<file path="config.mk">
export PLATFORM = sky130hd
export DESIGN_NAME = result_drainer_flat
export DESIGN_NICKNAME = d
export VERILOG_FILES = /design/src/rtl/result_drainer_if.sv /design/src/rtl/result_drainer.sv /design/src/flat_wrapper.sv
export SDC_FILE = /design/constraint.sdc
export NUM_CORES = 1
export LEC_CHECK = 0
export ABC_CLOCK_PERIOD_IN_PS = 7100
export BUFFER_PORTS_ARGS = -buffer_cell sky130_fd_sc_hd__buf_2
export CAP_MARGIN = 20
export CORE_MARGIN = 2
export CORE_UTILIZATION = 55
export DETAILED_ROUTE_END_ITERATION = 12
export GPL_TIMING_DRIVEN = 0
export PLACE_DENSITY = 0.8
export SLEW_MARGIN = 0
export SYNTH_ARGS = -nofsm -noshare
export SYNTH_HDL_FRONTEND = slang
export SYNTH_SLANG_ARGS = --single-unit
</file>
<file path="constraint.sdc">
create_clock -name clk_i -period 7.1 [get_ports clk_i]
set_clock_uncertainty 0.15 [all_clocks]
set_input_delay 0.71 -clock clk_i [delete_from_list [all_inputs] [get_ports clk_i]]
set_output_delay 0.71 -clock clk_i [all_outputs]
set_load 0.005 [all_outputs]
</file>
<file path="src/rtl/result_drainer_if.sv">
//------------------------------------------------------------------------------
// Module   : result_drainer_if
// Brief    : Result stream (valid/ready/last) between the drainer and the host.
// Revision : 1.0 - initial release
//------------------------------------------------------------------------------
`default_nettype none

interface result_drainer_if #(
  parameter int DATA_W = 128
) ();
  logic [DATA_W-1:0] tdata_o;
  logic              tvalid_o;
  logic              tready_i;
  logic              tlast_o;

  modport master (output tdata_o, output tvalid_o, output tlast_o, input  tready_i);
  modport slave  (input  tdata_o, input  tvalid_o, input  tlast_o, output tready_i);
endinterface

`default_nettype wire

</file>
<file path="src/rtl/result_drainer.sv">
//------------------------------------------------------------------------------
// Module   : result_drainer
// Brief    : Reads len_i words of buffer P from base_addr_i and streams them to
//            the host with tlast on the final word. A 2-entry skid FIFO hides
//            the 1-cycle read latency so the stream runs at 1 word/cycle.
//            Optional macro RESULT_DRAINER_PERF_EN adds stall_cnt_o.
// Revision : 1.0 - initial release
//------------------------------------------------------------------------------
`default_nettype none

module result_drainer #(
  parameter int ADDR_W = 16,
  parameter int DATA_W = 128
) (
  input  logic              clk_i,
  input  logic              rst_ni,
  input  logic              start_i,
  output logic              done_o,
  input  logic [ADDR_W-1:0] base_addr_i,
  input  logic [ADDR_W-1:0] len_i,
  output logic              enp_o,
  output logic              wep_o,
  output logic [ADDR_W-1:0] addrp_o,
  input  logic [DATA_W-1:0] datap_i,
  result_drainer_if.master  strm
`ifdef RESULT_DRAINER_PERF_EN
  ,
  output logic [31:0]       stall_cnt_o
`endif
);

  typedef enum logic [1:0] {
    S_IDLE  = 2'd0,
    S_READ  = 2'd1,
    S_DRAIN = 2'd2,
    S_DONE  = 2'd3
  } state_t;

  localparam logic [ADDR_W-1:0] C_ONE = {{(ADDR_W-1){1'b0}}, 1'b1};

  state_t            r_state;
  state_t            w_state_nxt;
  logic [ADDR_W-1:0] r_addr;
  logic [ADDR_W-1:0] r_issued;
  logic [ADDR_W-1:0] r_len;
  logic [ADDR_W-1:0] r_beat;
  logic              r_inflight;
  logic [1:0]        r_cnt;
  logic [DATA_W-1:0] r_head;
  logic [DATA_W-1:0] r_tail;

  logic              w_tvalid;
  logic              w_pop;
  logic              w_tlast;
  logic              w_enp;
  logic              w_start_rd;
  logic              w_last_issue;
  logic [2:0]        w_used;
  logic [2:0]        w_limit;

  assign w_tvalid     = (r_cnt != 2'd0);
  assign w_pop        = w_tvalid && strm.tready_i;
  assign w_tlast      = w_tvalid && (r_beat == r_len - C_ONE);
  // A word leaving the FIFO this cycle frees its slot for a read issued now;
  // without it the loop cannot sustain one word per cycle.
  assign w_used       = {1'b0, r_cnt} + {2'b00, r_inflight};
  assign w_limit      = 3'd2 + {2'b00, w_pop};
  assign w_enp        = (r_state == S_READ) && (w_used < w_limit);
  assign w_start_rd   = (r_state == S_IDLE) && start_i && (len_i != '0);
  assign w_last_issue = w_enp && (r_issued == r_len - C_ONE);

  assign done_o        = (r_state == S_DONE);
  assign enp_o         = w_enp;
  assign wep_o         = 1'b0;
  assign addrp_o       = r_addr;
  assign strm.tdata_o  = r_head;
  assign strm.tvalid_o = w_tvalid;
  assign strm.tlast_o  = w_tlast;

  // Next-state decode for the drain sequence.
  always_comb begin
    w_state_nxt = r_state;
    case (r_state)
      S_IDLE:  if (start_i) w_state_nxt = (len_i != '0) ? S_READ : S_DONE;
      S_READ:  if (w_last_issue) w_state_nxt = S_DRAIN;
      S_DRAIN: if (w_pop && w_tlast) w_state_nxt = S_DONE;
      S_DONE:  if (!start_i) w_state_nxt = S_IDLE;
      default: w_state_nxt = S_IDLE;
    endcase
  end

  // State register.
  always_ff @(posedge clk_i or negedge rst_ni) begin
    if (!rst_ni) r_state <= S_IDLE;
    else         r_state <= w_state_nxt;
  end

  // Address, issue/beat counters and the read-in-flight flag.
  always_ff @(posedge clk_i or negedge rst_ni) begin
    if (!rst_ni) begin
      r_addr     <= '0;
      r_issued   <= '0;
      r_len      <= '0;
      r_beat     <= '0;
      r_inflight <= 1'b0;
    end else begin
      r_inflight <= w_enp;
      if (w_start_rd) begin
        r_addr   <= base_addr_i;
        r_len    <= len_i;
        r_issued <= '0;
        r_beat   <= '0;
      end else begin
        if (w_enp) begin
          r_addr   <= r_addr + C_ONE;
          r_issued <= r_issued + C_ONE;
        end
        if (w_pop) r_beat <= r_beat + C_ONE;
      end
    end
  end

  // Two-entry skid FIFO: r_head is the stream word, r_tail the second entry.
  always_ff @(posedge clk_i or negedge rst_ni) begin
    if (!rst_ni) begin
      r_cnt  <= 2'd0;
      r_head <= '0;
      r_tail <= '0;
    end else begin
      case ({r_inflight, w_pop})
        2'b10: begin
          if (r_cnt == 2'd0) r_head <= datap_i;
          else               r_tail <= datap_i;
          r_cnt <= r_cnt + 2'd1;
        end
        2'b01: begin
          r_head <= r_tail;
          r_cnt  <= r_cnt - 2'd1;
        end
        2'b11: begin
          if (r_cnt == 2'd1) begin
            r_head <= datap_i;
          end else begin
            r_head <= r_tail;
            r_tail <= datap_i;
          end
        end
        default: ;
      endcase
    end
  end

  // Returning read data must always find a free slot.
  a_no_overflow: assert property (@(posedge clk_i) disable iff (!rst_ni)
    !(r_inflight && (r_cnt == 2'd2) && !w_pop));

`ifdef RESULT_DRAINER_PERF_EN
  logic [31:0] r_stall;
  assign stall_cnt_o = r_stall;

  // Saturating count of cycles the sink holds off a valid word.
  always_ff @(posedge clk_i or negedge rst_ni) begin
    if (!rst_ni)                                      r_stall <= '0;
    else if (w_start_rd)                              r_stall <= '0;
    else if (w_tvalid && !strm.tready_i && (r_stall != 32'hFFFF_FFFF))
                                                      r_stall <= r_stall + 32'd1;
  end
`endif

endmodule

`default_nettype wire

</file>
<file path="src/flat_wrapper.sv">
// flat-port wrapper written by rule: the top's interface ports become plain ports
module result_drainer_flat 
#(
  parameter int ADDR_W = 16,
  parameter int DATA_W = 128
)
  (clk_i, rst_ni, start_i, done_o, base_addr_i, len_i, enp_o, wep_o, addrp_o, datap_i, strm_tdata_o, strm_tvalid_o, strm_tlast_o, strm_tready_i);
  result_drainer_if #(.DATA_W(DATA_W)) strm_i ();
  input  logic clk_i;
  input  logic rst_ni;
  input  logic start_i;
  output logic done_o;
  input  logic [ADDR_W-1:0] base_addr_i;
  input  logic [ADDR_W-1:0] len_i;
  output logic enp_o;
  output logic wep_o;
  output logic [ADDR_W-1:0] addrp_o;
  input  logic [DATA_W-1:0] datap_i;
  output wire logic [$bits(strm_i.tdata_o)-1:0] strm_tdata_o;
  output wire logic [$bits(strm_i.tvalid_o)-1:0] strm_tvalid_o;
  output wire logic [$bits(strm_i.tlast_o)-1:0] strm_tlast_o;
  input wire logic [$bits(strm_i.tready_i)-1:0] strm_tready_i;
  assign strm_tdata_o = strm_i.tdata_o;
  assign strm_tvalid_o = strm_i.tvalid_o;
  assign strm_tlast_o = strm_i.tlast_o;
  assign strm_i.tready_i = strm_tready_i;
  result_drainer #(.ADDR_W(ADDR_W), .DATA_W(DATA_W)) u_core (.clk_i(clk_i), .rst_ni(rst_ni), .start_i(start_i), .done_o(done_o), .base_addr_i(base_addr_i), .len_i(len_i), .enp_o(enp_o), .wep_o(wep_o), .addrp_o(addrp_o), .datap_i(datap_i), .strm(strm_i));
endmodule
</file>
==> summary.txt, run 1 <==
Die Y - 167 µm
# IOs - 313
Hold-fix buffers, CTS - 0
CTS Buffer Depth - 3
Setup Crit Path Kind - reg -> reg
CTS Buf Count - 36
Fraction of registers with async set/reset - 100%
CP max stage cell - clkbuf_1
Top post-synthesis cells by area - dfrtp_1, mux2_2, a22oi_1
CP Launch Type - register
Post-synth EDFFs - 0
Mux cell area share after synthesis - 11.4%
Worst setup path start - u_core.r_cnt[0]$_DFFE_PN0P_
Clock slew at reported path FFs - 0.06 ns
Min cycle time layout - 4.39 ns
Synth unique cells - 48
Gpl congestion - 0.885
Post-CTS Setup Bufs - 0
CTS tree - yes
Sequential fraction of the synthesis area - 56.0%
Pin count of the biggest net entering global routing - 127
Max_slew headroom - 43.9%
Worst Setup Slack, final - 2.71 ns
Final core utilization - 68.7%
Initial Util - 55.9%
Most numerous cell in the Yosys netlist - dfrtp_1
Wirelength, routed - 38.1 mm
Layout Cells excl Fill - 2028
Unrepaired setup endpoints after global routing - no
Total power divided by cell area - 470 nW/µm²
Initial DRC count - 703
Layout cells sized above 1 - 31.8%
Die W - 167 µm
Register bit count reported by yosys - 325
Xor and xnor area share after synthesis - 4.92%
Required @ worst endpoint - 7.37 ns
Post-synth top area share - 56.0%
Synth cell count leaders - dfrtp_1, nand2_1, o21ai_0, mux2_2, a22oi_1
YS warnings - 0
Hold WS - 0.0477 ns
Final Cycle Share - 61.9%
Routed vias - 11600
Ys flop type - dfrtp_1
VDD IR max - 0.333 mV
Simple-gate area share of the yosys netlist - 10.5%
Hold WC Path Type - in -> async
Crit path max fanout - 10
Core ar. - 26000 µm²
CP Data Arrival Time - 4.66 ns
Cell mode on critical path - clkbuf_1
Rows - 59
Vias per Instance - 5.72
Adder-cell share of the synthesized area - 1.29%
Initial DRT Pass Iterations - 5
Clk sinks - 325
Syn nets - 1484
Worst slew pin tran - 0.842 ns
Slowest Stage Delay on Critical Path - 0.64 ns
Antenna violations before repair - 16
Run status - finished clean
Remaining DRCs - 0
Post-CTS Resized - 0
Insertion delay to the later sink of the worst-skew pair - 0.51 ns
Setup Viol. Count Final - 0
Synthesis-to-finish area growth - 22.8%
Fillers - 1935
Gr usage total - 27.4%
Setup crit end kind - register
Place WS - 2.84 ns
Compound-Gate Fraction of Synth Area - 13.1%
Die area - 27700 µm²
H-tree Lvls - 2
Cell count after synthesis - 1305
Max Cap Viol - 0
Max Freq - 228 MHz
FF-to-FF Start - u_core.r_cnt[0]$_DFFE_PN0P_
Overall Power - 8400 µW
Detailed Place HPWL - 26.9 mm
Cell Area, Synth - 14500 µm²
Post-DR wirelength/cell - 18.8 µm
Clock root buffer master - clkbuf_16
Port bufs - 311
Antenna Nets Post-Route - 0
Cell taking the most area after synthesis - dfrtp_1
Max Slew Vio Count - 0
Hold Vio Cnt, Final - 0
GR Overflow Total - 0
Number of global-route vias before repair - 12000
Final nets - 1835
First-pass GRT wire length - 61.7 mm
Avg Cell Area, Syn - 11.1 µm²
Crit path cell chain - inv_1, ha_1, inv_1, nand2_1, inv_1, a21oi_1, clkbuf_1, clkbuf_1, clkbuf_1, clkbuf_1, nand2_1, o21ai_0
P_leak - 0.00817 µW
Placed cells - 1953
Largest family of logic cells by synthesized area - compound AO/OA/AOI/OAI gates
sequential cells by signal, indices dropped and copies added (netlist names):
signal	count
u_core.strm.tdata_o	128
u_core.r_state	2
u_core.r_tail	128
u_core.r_len	16
u_core.r_beat	16
u_core.r_cnt	2
u_core.addrp_o	16
u_core.r_issued	16
u_core.r_inflight	1
cells in the final DEF (no fill, tap or decap), drive strengths merged, types with 5 or more instances in the layout:
| cell | count |
|---|---|
| a22oi | 129 |
| buf | 325 |
| a21oi | 17 |
| o21ai | 156 |
| diode | 11 |
| ha | 15 |
| inv | 16 |
| xnor2 | 44 |
| or3 | 5 |
| xor2 | 35 |
| clkbuf | 127 |
| and3 | 10 |
| nor4 | 12 |
| nor3 | 9 |
| nand2b | 5 |
| nand2 | 171 |
| clkinv | 11 |
| dfrtp | 325 |
| nand4 | 15 |
| nor2 | 47 |
| mux2 | 143 |
| nand3 | 22 |
metrics by stage:
stage          area (µm²)  TNS (ns)
6_report            17900         0
5_1_grt             17800         0
4_1_cts             17800         0
3_5_place_dp        16600         0
3_3_place_gp        16500   -293.00
2_1_floorplan       14500         0
power by group:
| group | internal, µW | switching, µW | total [µW] |
|---|---|---|---|
| Combinational | 1460 | 1750 | 3220 |
| Sequential | 2710 | 523 | 3230 |
| Clock | 1200 | 753 | 1950 |
| Total | 5370 | 3030 | 8400 |
cells by family after synthesis:
kind of cell / after synthesis
multiplexers: 147
other: 1
XOR/XNOR: 80
adder cells (fa/ha/maj): 15
buffers and inverters: 106
AO/OA/AOI/OAI: 310
flip-flops: 325
AND/OR/NAND/NOR: 321
routing by layer:
layer / global-route usage (%) / part of all wire, % / vias up
met5: 0 / 0.17 / -
met1: 34.0 / 40 / 5764
met4: 10.9 / 3.7 / 10
li1: - / - / 5345
met2: 44.6 / 48 / 391
met3: 8.91 / 8.4 / 97
critical path: cells and delay by family (launching register included):
family	cells	cell delay, ns
AND/OR/NAND/NOR	2	0.35
flip-flops	1	0.42
adder cells (fa/ha/maj)	1	0.20
buffers and inverters	7	2.63
AO/OA/AOI/OAI	2	0.54
path summary, 6_finish.rpt:
check	to	slack, ns	depth (start not counted)
worst max-delay path	u_core.strm.tdata_o[88]$_DFFE_PN0P_	2.71	12
max in group asynchronous	u_core.strm.tdata_o[42]$_DFFE_PN0P_	5.67	2
worst min register to register	u_core.strm.tdata_o[13]$_DFFE_PN0P_	0.32	2
worst max register to register	u_core.strm.tdata_o[88]$_DFFE_PN0P_	2.71	12
worst min-delay path	u_core.r_len[13]$_DFFE_PN0P_	0.05	1
min in group clk_i	u_core.addrp_o[14]$_DFFE_PN0P_	0.25	3
layout make-up:
class / instances / area, µm² / share of cell area (%)
flip-flops and latches: 325 / 8130 / 45.6
multi-input cells: 874 / 5990 / 33.5
repair buffers: 313 / 1620 / 9.08
clock buffers: 49 / 1060 / 5.95
well taps: 335 / 419 / 2.35
plain buffers: 90 / 350 / 1.96
clock inverters: 15 / 190 / 1.07
inverters: 16 / 60.1 / 0.336
diodes: 11 / 27.5 / 0.154
No activity file was read; power rests on OpenSTA's default activity.
==> inputs of run 2 (changes only) <==
--- a/config.mk
+++ b/config.mk
@@ -5,7 +5,7 @@
 export SDC_FILE = /design/constraint.sdc
 export NUM_CORES = 1
 export LEC_CHECK = 0
-export ABC_CLOCK_PERIOD_IN_PS = 7100
+export ABC_CLOCK_PERIOD_IN_PS = 4110
 export BUFFER_PORTS_ARGS = -buffer_cell sky130_fd_sc_hd__buf_2
 export CAP_MARGIN = 20
 export CORE_MARGIN = 2
==> constraint.sdc (replaced) <==
create_clock -name clk_i -period 4.11 [get_ports clk_i]
set_clock_uncertainty 0.15 [all_clocks]
set_input_delay 0.411 -clock clk_i [delete_from_list [all_inputs] [get_ports clk_i]]
set_output_delay 0.411 -clock clk_i [all_outputs]
set_load 0.005 [all_outputs]
==> run 2 against run 1 <==
Effect of this change:
- register-to-register slack got worse by 2.4 ns
- die area is the same
- setup slack got worse by 2.4 ns
- utilization grew 5.2 points
==> summary.txt, run 2 (synthesized netlist as in run 1, its figures left out) <==
Synthesis-to-finish area growth - 32.2%
Unrepaired setup endpoints after global routing - no
Setup Viol. Count Final - 0 (unchanged)
Most common cell after layout, fill and taps aside - dfrtp_1
Clk sinks - 325 (unchanged)
Hold Path Stages - 2
Detailed Place HPWL - 26.9 mm (unchanged)
GR Overflow Total - 0 (unchanged)
Antenna violations before repair - 2 (-14)
WHS Endpoint - u_core.r_tail[56]$_DFFE_PN0P_
Max Slew Vio Count - 0 (unchanged)
Hold path start - datap_i[56]
Total power divided by cell area - 770 nW/µm² (+64%)
Final nets - 1972 (+7.5%)
Core ar. - 26000 µm² (unchanged)
H-tree Lvls - 2 (unchanged)
Number of global-route vias before repair - 13000 (+9.0%)
P_leak - 0.00875 µW (+7.1%)
Vias per Instance - 5.77 (+0.81%)
Max Freq - 266 MHz (+17%)
Clock slew at reported path FFs - 0.06 ns (about the same)
Final Cycle Share - 91.6% (+30 points)
Pin count of the biggest net entering global routing - 127 (unchanged)
Antenna Nets Post-Route - 0 (unchanged)
Max Cap Viol - 0 (unchanged)
Initial DRT Pass Iterations - 5 (unchanged)
Remaining DRCs - 0 (unchanged)
VDD IR max - 0.589 mV (+77%)
CP max stage cell - clkbuf_1
Die area - 27700 µm² (unchanged)
Max_slew headroom - 42.8% (-1.0 points)
Insertion delay to the later sink of the worst-skew pair - 0.51 ns (about the same)
Setup crit end kind - register
Cell mode on critical path - inv_1
Port bufs - 311 (unchanged)
CTS Buf Count - 36 (unchanged)
CP Data Arrival Time - 4.01 ns (-0.65 ns)
Most frequent cells in the layout - dfrtp_1, buf_2, nand2_1, o21ai_0, mux2_2
Run status - finished clean
Crit path max fanout - 10 (unchanged)
Slowest Stage Delay on Critical Path - 0.65 ns (about the same)
Die W - 167 µm (unchanged)
RR Endpoint - u_core.r_tail[73]$_DFFE_PN0P_
Clock root buffer master - clkbuf_16
Required @ worst endpoint - 4.35 ns (-3.02 ns)
CTS tree - yes
Rows - 59 (unchanged)
Die Y - 167 µm (unchanged)
Wirelength, routed - 42.0 mm (+10%)
Routed vias - 12400 (+7.2%)
Hold WS - 0.0115 ns (-0.0361 ns)
Initial Util - 55.9% (unchanged)
Worst Reg-to-Reg Cells - 11 (-1)
FF-to-FF Start - u_core.r_cnt[0]$_DFFE_PN0P_
Hold WC Path Type - in -> reg
Hold Vio Cnt, Final - 0 (unchanged)
First-pass GRT wire length - 68.1 mm (+10%)
Final core utilization - 73.9% (+5.2 points)
# IOs - 313 (unchanged)
Worst slew pin tran - 0.857 ns (+0.0154 ns)
Setup Crit Path Kind - reg -> reg
Crit path cell chain - inv_1, ha_1, inv_1, nand2_1, inv_1, ha_1, o21ai_0, a21oi_1, clkbuf_1, clkbuf_1, mux2_2
CP Launch Type - register
Initial DRC count - 939 (+34%)
Post-DR wirelength/cell - 19.5 µm (+3.8%)
CTS Buffer Depth - 3 (unchanged)
R2R Setup Slk - 0.35 ns (-2.36 ns)
Min cycle time layout - 3.76 ns (-0.629 ns)
Gpl congestion - 0.885 (unchanged)
Gr usage total - 30.3% (+2.9 points)
Layout cells sized above 1 - 29.5% (-2.3 points)
[run 2: changes by cell type in the layout (fill, tap and decap cells not counted)]
cell,delta
dlygate4sd3_1,+138
clkbuf_1,-3
clkbuf_2,+2
diode_2,-9
[run 2: metal layers]
metal	GRT usage (%)	part of all wire (%)	up-vias
met4	13.2	4.5	2
met5	0	0.031	-
met3	7.68	7.6	136
met1	36.8	39	6170
li1	-	-	5595
met2	51.4	49	536
[run 2: what timing repair did]
| action | CTS | global route |
|---|---|---|
| resized for setup | 2 | 0 |
| hold buffers | 138 | 0 |
| pin swaps | 0 | 0 |
| hold endpoints to repair | 212 | 0 |
| buffers inserted | 0 | 0 |
| setup endpoints to repair | 40 | 11 |
[run 2: area by class of cell]
class / instances / area [µm²]
buffer: 89 / 349
clock buffer: 49 / 1060
antenna: 2 / 5.00
multi-input combinational: 874 / 5990
inverter: 16 / 60.1
clock inverter: 15 / 190
fill: 1674 / 6770
tap: 335 / 419
sequential: 325 / 8130
timing repair buffer: 451 / 3000
[run 2: metrics by stage]
| stage | worst slack [ns] | area, µm² | setup TNS, ns | instances | power, µW |
|---|---|---|---|---|---|
| 3_5_place_dp | -0.148 | 16600 | -4.40 | 1953 | 11100 |
| 4_1_cts | 0.183 | 19200 | 0 | 2155 | 14700 |
| 6_report | 0.346 | 19200 | 0 | 2156 | 14800 |
| 2_1_floorplan | 0.949 | 14500 | 0 | 1305 | 9040 |
| 5_1_grt | 0.0641 | 19200 | 0 | 2155 | 15700 |
| 3_3_place_gp | -3.63 | 16500 | -1169.45 | 1951 | 10900 |
[run 2: worst max path at each step]
stage	start	to	slack, ns
floorplan	u_core.r_len[0]$_DFFE_PN0P_	u_core.r_state[0]$_DFFE_PN0P_	0.95
CTS	u_core.r_cnt[0]$_DFFE_PN0P_	u_core.strm.tdata_o[88]$_DFFE_PN0P_	0.18
global route	u_core.r_cnt[0]$_DFFE_PN0P_	u_core.r_tail[75]$_DFFE_PN0P_	0.06
finish	u_core.r_cnt[0]$_DFFE_PN0P_	u_core.r_tail[73]$_DFFE_PN0P_	0.35
global placement	rst_ni	u_core.r_tail[102]$_DFFE_PN0P_	-3.63
detailed placement	u_core.r_cnt[0]$_DFFE_PN0P_	u_core.strm.tdata_o[98]$_DFFE_PN0P_	-0.15
[run 2: power by group]
group	internal (µW)	leakage, µW	switching [µW]
sequential	4680	0.00399	958
combinational	2620	0.00413	3150
clock	2070	0.000626	1310
total	9370	0.00875	5420
[run 2: worst max-delay path: cells and delay by family (launching register included)]
kind	cells	cell delay [ns]
AOI/OAI and AO/OA	2	0.26
adders and majority gates	2	0.51
buffers and inverters	5	1.69
DFF	1	0.41
muxes	1	0.42
and+or+nand+nor	1	0.20
==> inputs of run 3 (changes only) <==
--- a/config.mk
+++ b/config.mk
@@ -10,6 +10,7 @@
 export CAP_MARGIN = 20
 export CORE_MARGIN = 2
 export CORE_UTILIZATION = 55
+export CTS_BUF_LIST = sky130_fd_sc_hd__clkbuf_16
 export DETAILED_ROUTE_END_ITERATION = 12
 export GPL_TIMING_DRIVEN = 0
 export PLACE_DENSITY = 0.8
==> run 3 against run 2 <==
Effect of this change:
- clock power down 4%
- via count up 0.33%
- worst hold slack better by 0.0030 ns
- utilization down 0.24 points
- count of clock-buffer cells in the layout down 11
- combinational power about the same
- sequential power about the same
- register-to-register slack better by 0.03 ns
- sequential share of layout area up 0.14 points
==> summary.txt, run 3 (synthesized netlist as in run 1, its figures left out) <==
Clk sinks - 325 (unchanged)
VDD IR max - 0.593 mV (+0.66%)
Crit path cell chain - inv_1, ha_1, inv_1, nand2_1, inv_1, ha_1, o21ai_0, a21oi_1, clkbuf_1, clkbuf_1, mux2_2
Layout Cells excl Fill - 2156 (unchanged)
Detailed Place HPWL - 26.9 mm (unchanged)
Clock slew at reported path FFs - 0.06 ns (about the same)
Hold WC Path Type - in -> reg
Gr usage total - 30.3% (+0.041 points)
Placed cells - 1953 (unchanged)
Run status - finished clean
Initial Util - 55.9% (unchanged)
Die area - 27700 µm² (unchanged)
Vias per Instance - 5.79 (+0.33%)
Die W - 167 µm (unchanged)
Met3 Track Usage GR - 7.44% (-0.24 points)
Hold Vio Cnt, Final - 0 (unchanged)
H-tree Lvls - 2 (unchanged)
Place WS - -0.148 ns (unchanged)
Met1 Track Usage GR - 37.5% (+0.66 points)
Most frequent cells in the layout - dfrtp_1, buf_2, nand2_1, o21ai_0, mux2_2
Max_slew headroom - 43.3% (+0.47 points)
Top delay family on crit path - buffers and inverters
Insertion delay to the later sink of the worst-skew pair - 0.51 ns (about the same)
Setup crit end kind - register
Core ar. - 26000 µm² (unchanged)
Cell mode on critical path - inv_1
GR Overflow Total - 0 (unchanged)
Gpl congestion - 0.885 (unchanged)
Most common cell after layout, fill and taps aside - dfrtp_1
Final nets - 1973 (+0.051%)
Total power divided by cell area - 765 nW/µm² (-0.58%)
Slowest Stage Delay on Critical Path - 0.62 ns (-0.03 ns)
Flip-flop and latch area - 8130 µm² (unchanged)
CP Data Arrival Time - 3.98 ns (-0.03 ns)
Antenna violations before repair - 1 (-1)
Setup Crit Path Kind - reg -> reg
Initial DRT Pass Iterations - 5 (unchanged)
CTS tree - yes
# IOs - 313 (unchanged)
Fillers - 1685 (+0.66%)
CP max stage cell - clkbuf_1
Unrepaired setup endpoints after global routing - no
CTS Buf Count - 36 (unchanged)
Port bufs - 311 (unchanged)
Worst slew pin tran - 0.850 ns (-0.00699 ns)
Max Slew Vio Count - 0 (unchanged)
Final TNS setup - 0 ns (unchanged)
Number of global-route vias before repair - 13100 (+0.51%)
Initial DRC count - 1027 (+9.4%)
Clock root buffer master - clkbuf_16
CP Launch Type - register
Overall Power - 14700 µW (-0.90%)
Die Y - 167 µm (unchanged)
Max Cap Viol - 0 (unchanged)
Antenna Nets Post-Route - 0 (unchanged)
Pin count of the biggest net entering global routing - 127 (unchanged)
GR Layer Usage met2 - 50.9% (-0.54 points)
Min cycle time layout - 3.74 ns (-0.0284 ns)
Post-DR wirelength/cell - 19.4 µm (-0.23%)
P_leak - 0.00873 µW (-0.21%)
WP buf/inv - 5 (unchanged)
Remaining DRCs - 0 (unchanged)
Final Cycle Share - 90.9% (-0.69 points)
Layout cells sized above 1 - 29.1% (-0.40 points)
Routed vias - 12500 (+0.33%)
Wirelength, routed - 41.9 mm (-0.23%)
CTS Buffer Depth - 3 (unchanged)
Rows - 59 (unchanged)
Required @ worst endpoint - 4.36 ns (about the same)
Max Freq - 268 MHz (+0.76%)
Worst Setup Slack, final - 0.375 ns (+0.0284 ns)
Crit path max fanout - 10 (unchanged)
Multi-input logic area - 5990 µm² (unchanged)
Synthesis-to-finish area growth - 31.8%
Setup Viol. Count Final - 0 (unchanged)
First-pass GRT wire length - 68.3 mm (+0.25%)
Busiest grt layer - met2
-- run 3: path summary, 6_finish.rpt --
kind | start | to | slack (ns) | depth (start not counted)
min | len_i[3] | u_core.r_len[3]$_DFFE_PN0P_ | 0.01 | 2
max reg2reg | u_core.r_cnt[0]$_DFFE_PN0P_ | u_core.r_tail[73]$_DFFE_PN0P_ | 0.37 | 11
min reg2reg | u_core.strm.tdata_o[13]$_DFFE_PN0P_ | u_core.strm.tdata_o[13]$_DFFE_PN0P_ | 0.32 | 2
max | u_core.r_cnt[0]$_DFFE_PN0P_ | u_core.r_tail[73]$_DFFE_PN0P_ | 0.37 | 11
min in group asynchronous | rst_ni | u_core.r_issued[12]$_DFFE_PN0P_ | 0.34 | 2
max in group asynchronous | rst_ni | u_core.r_tail[75]$_DFFE_PN0P_ | 2.41 | 3
-- run 3: metrics by stage --
stage | hold WS (ns) | instance area [µm²] | utilization [%]
6_report | 0.0146 | 19100 | 73.7
3_5_place_dp | 0.290 | 16600 | 63.8
5_1_grt | 0.00901 | 19100 | 73.7
3_3_place_gp | 0.306 | 16500 | 63.5
2_1_floorplan | -0.0346 | 14500 | -
4_1_cts | 0.000718 | 19100 | 73.7
-- run 3: report_power, final --
group	total (µW)	internal (µW)	switching, µW	leakage, µW
sequential	5640	4680	954	0.00399
combinational	5780	2620	3170	0.00413
clock	3230	1930	1310	0.000603
total	14700	9230	5430	0.00873
-- run 3: timing repair --
action                                  4_1_cts  5_1_grt
setup buffers                                 0        0
gates resized for setup                       2        0
hold buffers                                139        0
endpoints found under the setup margin       40        6
endpoints found under the hold margin       213        0
-- run 3: metal layers --
metal	wire [µm]	vias up
li1	-	5611
met1	16300	6160
met2	20500	560
met3	3130	149
met4	1990	0
met5	0	-
-- run 3: layout make-up --
class | count | area share, %
Clock buffer | 38 | 4.97
Buffer | 89 | 1.82
Tap cell | 335 | 2.19
Sequential cell | 325 | 42.5
Timing Repair Buffer | 452 | 15.7
Antenna cell | 1 | 0.0131
Inverter | 16 | 0.314
Multi-Input combinational cell | 874 | 31.3
Clock inverter | 26 | 1.21
